[src/rtl/prio_encoder_disp_pkg.sv]
// Shared display helpers for prio_encoder_disp: hex-to-7-segment table and
// blank codes for both segment polarities.
package prio_encoder_disp_pkg;

    localparam logic [7:0] SEG_BLANK_AH = 8'h00;
    localparam logic [7:0] SEG_BLANK_AL = 8'hFF;

    // Active-high segment pattern, bit order {dp,g,f,e,d,c,b,a}; dp never lit.
    function automatic logic [7:0] hex2seg(input logic [3:0] digit);
        logic [7:0] seg;
        case (digit)
            4'h0: seg = 8'h3F;
            4'h1: seg = 8'h06;
            4'h2: seg = 8'h5B;
            4'h3: seg = 8'h4F;
            4'h4: seg = 8'h66;
            4'h5: seg = 8'h6D;
            4'h6: seg = 8'h7D;
            4'h7: seg = 8'h07;
            4'h8: seg = 8'h7F;
            4'h9: seg = 8'h6F;
            4'hA: seg = 8'h77;
            4'hB: seg = 8'h7C;
            4'hC: seg = 8'h39;
            4'hD: seg = 8'h5E;
            4'hE: seg = 8'h79;
            default: seg = 8'h71;
        endcase
        return seg;
    endfunction

    function automatic logic [7:0] seg_drive(input logic [7:0] seg_ah, input logic active_low);
        return active_low ? ~seg_ah : seg_ah;
    endfunction

    function automatic logic [7:0] seg_blank(input logic active_low);
        return active_low ? SEG_BLANK_AL : SEG_BLANK_AH;
    endfunction

endpackage

[src/rtl/prio_encoder_disp_sw_debounce.sv]
// One switch bit: two-flop synchroniser followed by a stable-count debouncer.
// DEB_CYCLES = 0 passes the synchroniser output straight through.
module sw_debounce #(
    parameter int unsigned DEB_CYCLES = 1000
) (
    input  logic clk,
    input  logic rst,
    input  logic async_i,
    output logic stable_o
);

    logic sync1_q;
    logic sync2_q;

    always_ff @(posedge clk) begin
        if (rst) begin
            sync1_q <= 1'b0;
            sync2_q <= 1'b0;
        end else begin
            sync1_q <= async_i;
            sync2_q <= sync1_q;
        end
    end

    generate
        if (DEB_CYCLES == 0) begin : g_bypass
            assign stable_o = sync2_q;
        end else begin : g_deb
            localparam int unsigned CNT_W = $clog2(DEB_CYCLES + 1);
            localparam logic [CNT_W-1:0] CNT_LAST = CNT_W'(DEB_CYCLES - 1);

            logic [CNT_W-1:0] cnt_q;
            logic [CNT_W-1:0] cnt_d;
            logic             stable_q;
            logic             stable_d;

            // The edge that completes DEB_CYCLES differing cycles accepts the
            // new value; the counter therefore tops out at DEB_CYCLES-1.
            always_comb begin
                cnt_d    = '0;
                stable_d = stable_q;
                if (sync2_q != stable_q) begin
                    if (cnt_q == CNT_LAST) begin
                        stable_d = sync2_q;
                    end else begin
                        cnt_d = cnt_q + CNT_W'(1);
                    end
                end
            end

            always_ff @(posedge clk) begin
                if (rst) begin
                    cnt_q    <= '0;
                    stable_q <= 1'b0;
                end else begin
                    cnt_q    <= cnt_d;
                    stable_q <= stable_d;
                end
            end

            assign stable_o = stable_q;
        end
    endgenerate

endmodule

[src/rtl/prio_encoder_disp.sv]
// Debounced N-input priority encoder with registered index, valid, change
// pulse and a two-digit hex 7-segment readout of the index.
module prio_encoder_disp
    import prio_encoder_disp_pkg::*;
#(
    parameter int unsigned N              = 8,
    parameter int unsigned DEB_CYCLES     = 1000,
    parameter bit          SEG_ACTIVE_LOW = 1'b1,
    localparam int unsigned W             = $clog2(N)
) (
    input  logic         clk,
    input  logic         rst,
    input  logic [N:0]   sw,
    output logic [W-1:0] y,
    output logic         valid,
    output logic         changed,
    output logic [7:0]   seg0,
    output logic [7:0]   seg1
);

    logic [N:0]   sw_stable;

    logic [W-1:0] y_d;
    logic         valid_d;
    logic [7:0]   y_ext;
    logic [7:0]   seg0_d;
    logic [7:0]   seg1_d;

    logic [W-1:0] y_q;
    logic         valid_q;
    logic [7:0]   seg0_q;
    logic [7:0]   seg1_q;
    logic [W:0]   prev_q;
    logic         changed_q;

    // Bit N is the encoder enable; it is filtered exactly like the requests.
    generate
        for (genvar i = 0; i <= N; i++) begin : g_sw
            sw_debounce #(
                .DEB_CYCLES(DEB_CYCLES)
            ) u_deb (
                .clk     (clk),
                .rst     (rst),
                .async_i (sw[i]),
                .stable_o(sw_stable[i])
            );
        end
    endgenerate

    always_comb begin
        y_d     = '0;
        valid_d = sw_stable[N] && (|sw_stable[N-1:0]);
        for (int i = 0; i < N; i++) begin
            if (sw_stable[i]) begin
                y_d = W'(i);
            end
        end
        if (!valid_d) begin
            y_d = '0;
        end
    end

    // Display is decoded from next-state so it lands on the same edge as y.
    always_comb begin
        y_ext  = 8'(y_d);
        seg0_d = seg_blank(SEG_ACTIVE_LOW);
        seg1_d = seg_blank(SEG_ACTIVE_LOW);
        if (valid_d) begin
            seg0_d = seg_drive(hex2seg(y_ext[3:0]), SEG_ACTIVE_LOW);
            if (W > 4) begin
                seg1_d = seg_drive(hex2seg(y_ext[7:4]), SEG_ACTIVE_LOW);
            end
        end
    end

    always_ff @(posedge clk) begin
        if (rst) begin
            y_q       <= '0;
            valid_q   <= 1'b0;
            seg0_q    <= seg_blank(SEG_ACTIVE_LOW);
            seg1_q    <= seg_blank(SEG_ACTIVE_LOW);
            prev_q    <= '0;
            changed_q <= 1'b0;
        end else begin
            y_q       <= y_d;
            valid_q   <= valid_d;
            seg0_q    <= seg0_d;
            seg1_q    <= seg1_d;
            // Compare against the previously registered pair, so the pulse
            // trails the y/valid update by one edge.
            prev_q    <= {valid_q, y_q};
            changed_q <= ({valid_q, y_q} != prev_q);
        end
    end

    assign y       = y_q;
    assign valid   = valid_q;
    assign changed = changed_q;
    assign seg0    = seg0_q;
    assign seg1    = seg1_q;

endmodule

[config.mk]
export PLATFORM = sky130hd
export DESIGN_NAME = prio_encoder_disp
export DESIGN_NICKNAME = d
export VERILOG_FILES = /design/src/rtl/prio_encoder_disp_pkg.sv /design/src/rtl/prio_encoder_disp_sw_debounce.sv /design/src/rtl/prio_encoder_disp.sv
export SDC_FILE = /design/constraint.sdc
export NUM_CORES = 1
export LEC_CHECK = 0
export ABC_AREA = 1
export BUFFER_PORTS_ARGS = -buffer_cell sky130_fd_sc_hd__buf_2
export CAP_MARGIN = 10
export CORE_UTILIZATION = 50
export DETAILED_ROUTE_END_ITERATION = 10
export PLACE_DENSITY_LB_ADDON = 0.1
export SYNTH_ARGS = -nofsm -noshare
export SYNTH_HDL_FRONTEND = slang
export SYNTH_SLANG_ARGS = --single-unit
[constraint.sdc]
create_clock -name clk -period 1.9 [get_ports clk]
set_clock_uncertainty 0.1 [all_clocks]
set_input_delay 0.19 -clock clk [delete_from_list [all_inputs] [get_ports clk]]
set_output_delay 0.19 -clock clk [all_outputs]
set_load 0.05 [all_outputs]
=== Yosys cells after proc, flatten, opt, wreduce, memory -nomap -nowiden ===
Memory sizes are Yosys's and may differ from the RTL's.
Index checks and enable logic that the tools add are counted.

* Add/subtract/negate cells: 9
* Eq/ne operators: 19
* Multiplexer cells: 9
* Bitwise gates (word level): 11
* Reduce and logical (&&, ||, !) cells: 21

{| class="wikitable"
|+ Operators with widths
! operator !! number
|-
| adder 10 x 1 -> 10 bit (second input constant) || 9
|-
| equality test 10 bit (second input constant) || 9
|-
| OR reduction 3 bit || 9
|-
| two-way mux 3 bit || 7
|-
| AND reduction 2 bit || 9
|-
| NOT 1 bit || 10
|-
| != test 1 bit || 9
|-
| two-way mux 8 bit || 1
|-
| NOT 8 bit || 1
|-
| OR reduction 8 bit || 1
|-
| != test 4 bit || 1
|-
| OR reduction 2 bit || 1
|-
| logical AND 1 bit || 1
|-
| two-way mux 1 bit || 1
|}

* Bits in registers: 134
* ROM bits: 56
* Bits of input ports: 11
* Output and inout port bits: 21
* Logic and storage cells: 111
* Memories kept: 1

{| class="wikitable"
|+ Memories
! name !! depth !! width !! rd ports !! clocked after Yosys merged registers in !! wr ports !! RTL line !! source
|-
| (no name shown) || 8 || 7 || 1 || 0 || 0 || prio_encoder_disp_pkg.sv:11 || <nowiki>case (digit)</nowiki>
|}

=== Longest topological paths before layout ===
An unclocked memory read counts as a cell.

* Depth after elaboration: 11
* Mapped depth: 12
* Depth with buffers taken out: 12

=== Cells and area by module ===
A second synthesis with hierarchy kept.

* Cell total of the unflattened synthesis: 894
* Area, all modules: 6,459.9 um^2

{| class="wikitable"
|+ By module, submodules not included
! module !! instances !! cells each !! area an instance (um^2) !! seq. area each (um^2)
|-
| sw_debounce || 9 || 88 || 629.4 || 260.2
|-
| prio_encoder_disp || 1 || 102 || 795.8 || 320.3
|}

=== Worst setup path after synthesis ===
Ideal clock, no wire load.

* Kind: register -> register
* Start point: reg g_sw[7].u_deb.g_deb.stable_q
* End point: reg seg0_q[3], in the netlist seg0[3]
* Library setup time: 134 ps
* Arrival time: 1,346 ps
* Required time: 1,666 ps
* Setup slack: 321 ps
* Stages on the path, launching flop included: 10
* Buffers on the path: 0
* Clock period less this slack: 1,579 ps
* Cells stage by stage: dfxtp_1 > nor2_2 > nand2_2 > nor2_2 > nor2_1 > inv_1 > nor2_1 > ha_1 > nand3_1 > nand3_1

* Cells in the longest elaborated chain, start to end: 6
* Elaborated cells on any way between the ends: 9
* Those cells by class: mux: 3; bitwise: 2; reduce/logical: 3; memory: 1

{| class="wikitable"
|+ RTL lines
! what !! RTL line !! source
|-
| start, declared || prio_encoder_disp_sw_debounce.sv:34 || <nowiki>logic stable_q;</nowiki>
|-
| start signal, assigned || prio_encoder_disp_sw_debounce.sv:57 || <nowiki>stable_q <= stable_d;</nowiki>
|-
| OR reduction 8 bit || prio_encoder_disp.sv:52 || <nowiki>valid_d = sw_stable[N] && (|sw_stable[N-1:0]);</nowiki>
|-
| logical AND 1 bit || prio_encoder_disp.sv:52 ||
|-
| two-way mux 3 bit (*) || prio_encoder_disp.sv:58 || <nowiki>if (!valid_d) begin</nowiki>
|-
| net y_d[1] || prio_encoder_disp.sv:23 || <nowiki>logic [W-1:0] y_d;</nowiki>
|-
| memory (8 x 7 bit) (*) || - ||
|-
| two-way mux 8 bit (*) || prio_encoder_disp.sv:68 || <nowiki>if (valid_d) begin</nowiki>
|-
| NOT 8 bit (*) || prio_encoder_disp_pkg.sv:33 || <nowiki>return active_low ? ~seg_ah : seg_ah;</nowiki>
|-
| end signal, assigned || prio_encoder_disp.sv:80 || <nowiki>seg0_q <= seg_blank(SEG_ACTIVE_LOW);</nowiki>
|-
| end signal, assigned || prio_encoder_disp.sv:87 || <nowiki>seg0_q <= seg0_d;</nowiki>
|-
| end, declared || prio_encoder_disp.sv:31 || <nowiki>logic [7:0] seg0_q;</nowiki>
|}

Mark *: on every way through the listed nets, which the timed path passes. The rest lies on a longest branch. The select of a mux whose other input is x is not followed.
A chain may end at the register's enable or synchronous reset.

=== Worst setup path after layout ===
* Start point: reg g_sw[1].u_deb.g_deb.stable_q
* End point: reg seg0_q[3], in the netlist seg0[3]

* Elaborated cells on any way between the ends: 15
* Those cells by class: mux: 9; bitwise: 2; reduce/logical: 3; memory: 1

{| class="wikitable"
|+ RTL lines
! what !! RTL line
|-
| start, declared || prio_encoder_disp_sw_debounce.sv:34
|-
| start signal, assigned || prio_encoder_disp_sw_debounce.sv:57
|-
| OR reduction 8 bit || prio_encoder_disp.sv:52
|-
| logical AND 1 bit || prio_encoder_disp.sv:52
|-
| two-way mux 3 bit || prio_encoder_disp.sv:58
|-
| net y_d[1] || prio_encoder_disp.sv:23
|-
| memory (8 x 7 bit) || -
|-
| two-way mux 8 bit || prio_encoder_disp.sv:68
|-
| NOT 8 bit || prio_encoder_disp_pkg.sv:33
|}

The timed path passes the listed nets, and every way through them passes these cells. The select of a mux whose other input is x is not followed.

==> impl_results.md <==
- Status: finished clean
- Async SR Flop Fraction: 0%
- Top cells by area, synth: dfxtp_1 45%, nand2_1 9.7%, nor2_1 9.6%, inv_1 7.8%, nand3_1 4.4%
- Die area: between 10000 and 15000 µm²
- Core area: around 11000 µm²
- Top achievable clock speed: between 0.5 and 0.6 GHz
- N_diodes: 0
- Yosys top cell area share: ~45%
- GP Congestion: just over 0.8
- Gr ovfl total: 0
- Final Util: approximately 61%
- 1st-iter DRT viols: ~250
- Synth unique cells: 30
- Switch share: between 10% and 20%
- Seq/Total Area, Yosys: 45.4%
- Max cap viols: 0
- Die Wd: roughly 110 µm
- Area grow syn2layout: 17.9%
- Power per Cell Area: ~980 nW/µm²
- Final setup fails: 0
- Port bufs: 22
- Boundary Pins: 32
- Combinational share of power: under 10%
- Clk root buf: clkbuf_16
- Cells after Synth: 800
- Worst Path Max Fanout: 5
- Vias post-DR: 4847
- Yosys top cell by area: dfxtp_1
- First-pass GRT wire length: between 15000 and 20000 µm
- WL/cell: 10.8 µm
- Layout cells sized above 1: roughly a tenth
- Routed Antenna Nets: 0
- Number of enable flip-flop cells after synthesis: 0
- Initial antenna violation count: 0
- Register area: 2660 µm²
- Synthesized area: between 5000 and 6000 µm²
- Layout fillers: about 1000
- # DRC: 0
- Setup TNS: 0 ns
- Max clock buf depth: 2
- Clock transition at the registers of the reported paths: approximately 0.06 ns
- CTS tree: built
- Final setup margin: 0.140 ns
- Final hold vios: 0
- Worst setup EP type: register
- Setup CP Type: register to register
- Row count: 39
- Tot GR Track Use: roughly 19%
- Data arrival time of the critical path: roughly 1.9 ns
- Total Wirelength: approximately 11000 µm
- Internal: about 0.0055 W
- Hold Path Class: input port to register
- Nets: 872
- Most used DFF post-synth: dfxtp_1
- H-tree Lvls: 4
- Detailed placement HPWL: between 7000 and 8000 µm
- CTS sink count: approximately 130
- Critical Path Start Type: register
- Place WS: 0.133 ns
- Min Tclk post-route: between 1.5 and 2 ns
- Seq cells post-synth: about 130
- Via-per-instance ratio: roughly 4.8
- First-pass detailed-route iteration total: 4
- Die Span Y: 110 µm
- Hold WS: around 0.079 ns
- Total Power: 0.00679 W
- LEAKAGE: between 2 and 3 nW
- P_sw: around 0.0013 W
- WP data required: ~2.1 ns
- CTS Buf Count: 17
- Max rail drop VDD: 0.841 mV
- Syn. warnings: 0
- Largest net degree at the start of global routing: 31
- Power share of the sequential group: a little over two fifths
- Vias in the first global route: around 4500
- Syn_area_per_cell: roughly 7.3 µm²
- Hold Path Cell Cnt: 4
- Fin crit share: 92.6%
- Initial Utilization: around 51%
- Slew Limit Fails: 0
- R2R depth: 10
- Clock latency on the worst-skew pair: approximately 0.41 ns
- Area of the multi-input gates: approximately 2700 µm²
- Clock share of power: 56.3%
==> cells by family after synthesis <==
logic type | after synthesis | share of synthesized area (%)
AND/OR/NAND/NOR | 408 | 29.9
other | 1 | 0.0639
AO/OA/AOI/OAI | 67 | 6.21
buffers and inverters | 138 | 9.62
adder cells (fa/ha/maj) | 14 | 2.99
flip-flops | 133 | 45.4
XOR/XNOR | 39 | 5.82
==> per-layer routing <==
metal | share of wire (%) | up-vias | wire length (µm) | track usage, %
li1 | - | 2571 | - | -
met1 | 49 | 2195 | 5290 | 22.6
met2 | 47 | 72 | 5070 | 32.7
met3 | 3.4 | 9 | 369 | 7.05
met4 | 1.0 | 0 | 108 | 6.48
met5 | 0 | - | 0 | 0
==> synth_stat cells, types with 3 or more instances <==
cell type  number
a31oi_1         5
nand2_1       152
ha_1           14
nor2_1        150
o21ai_0        11
nand2_2         8
xor2_1         17
nor2_2          7
dfxtp_1       133
buf_2           4
xnor2_1        22
inv_1         122
nor3_1          4
nand4_1        25
o21bai_1        6
o21ai_1         3
buf_4           9
nand3b_1        3
nand3_1        52
a21oi_1        40
==> worst max-delay path, stage by stage, from the launching register on <==
cell	delay [ns]
dfxtp_1	0.41
nor2_1	0.10
nand2_1	0.15
nor2_4	0.06
nor2_1	0.13
inv_1	0.08
nor2_2	0.14
inv_1	0.10
ha_1	0.19
nand2_1	0.09
nand3_1	0.07
==> power by group through the flow <==
stage | clock [W] | sequential, W | combinational [W]
global placement | 0 | 0.00289 | 0.000121
detailed placement | 0 | 0.00289 | 0.000123
CTS | 0.00389 | 0.00283 | 0.000137
floorplan | 0 | 0.00288 | 0.000110
finish | 0.00382 | 0.00283 | 0.000136
global route | 0.00401 | 0.00283 | 0.000150
==> cell usage in the layout (no fill, tap or decap), types with 2 or more instances in the layout <==
cell / n
a21oi_1: 40
a21oi_2: 2
a31oi_1: 5
buf_2: 22
buf_4: 4
bufinv_16: 6
clkbuf_16: 17
clkbuf_8: 6
clkinv_2: 2
conb_1: 9
dfxtp_1: 133
dlygate4sd3_1: 9
ha_1: 14
inv_1: 122
nand2_1: 152
nand2_2: 8
nand3_1: 52
nand3_2: 2
nand3b_1: 3
nand4_1: 25
nor2_1: 149
nor2_2: 6
nor2_4: 3
nor3_1: 4
o21ai_0: 11
o21ai_1: 3
o21bai_1: 6
or2_0: 2
xnor2_1: 22
xor2_1: 17
==> what timing repair did <==
item | in CTS | in global routing
hold endpoints to repair | 9 | 0
hold buffers | 9 | 0
resized for setup | 0 | 3
buffers inserted | 0 | 0
endpoints found under the setup margin | 0 | 3
==> metrics by stage <==
stage / cells / instance area, µm²
2_1_floorplan: 808 / 5890
3_3_place_gp: 962 / 6110
3_5_place_dp: 962 / 6110
4_1_cts: 1003 / 6900
5_1_grt: 1003 / 6920
6_report: 1003 / 6920
==> area by class of cell <==
| class | count | area share [%] |
|---|---|---|
| Sequential cell | 133 | 38.5 |
| Tap cell | 143 | 2.59 |
| Clock buffer | 24 | 7.40 |
| Multi-Input combinational cell | 537 | 38.8 |
| Clock inverter | 8 | 2.75 |
| Timing Repair Buffer | 35 | 3.33 |
| Inverter | 123 | 6.68 |
==> sequential cells by signal, indices dropped and copies added (netlist names) <==
register                count
changed                     1
g_sw.u_deb.g_deb.cnt_q     90
g_sw.u_deb.stable_o         9
g_sw.u_deb.sync1_q          9
g_sw.u_deb.sync2_q          9
prev_q                      4
seg0                        7
valid                       1
y                           3
==> path summary, 6_finish.rpt <==
kind	start	to	slack, ns
setup / recovery	g_sw[1].u_deb.stable_o	seg0[3]	0.14
hold / removal	rst	g_sw[3].u_deb.stable_o	0.08
setup reg to reg	g_sw[1].u_deb.stable_o	seg0[3]	0.14
hold reg to reg	g_sw[6].u_deb.sync1_q	g_sw[6].u_deb.sync2_q	0.30
No activity file was read; power rests on OpenSTA's default activity.
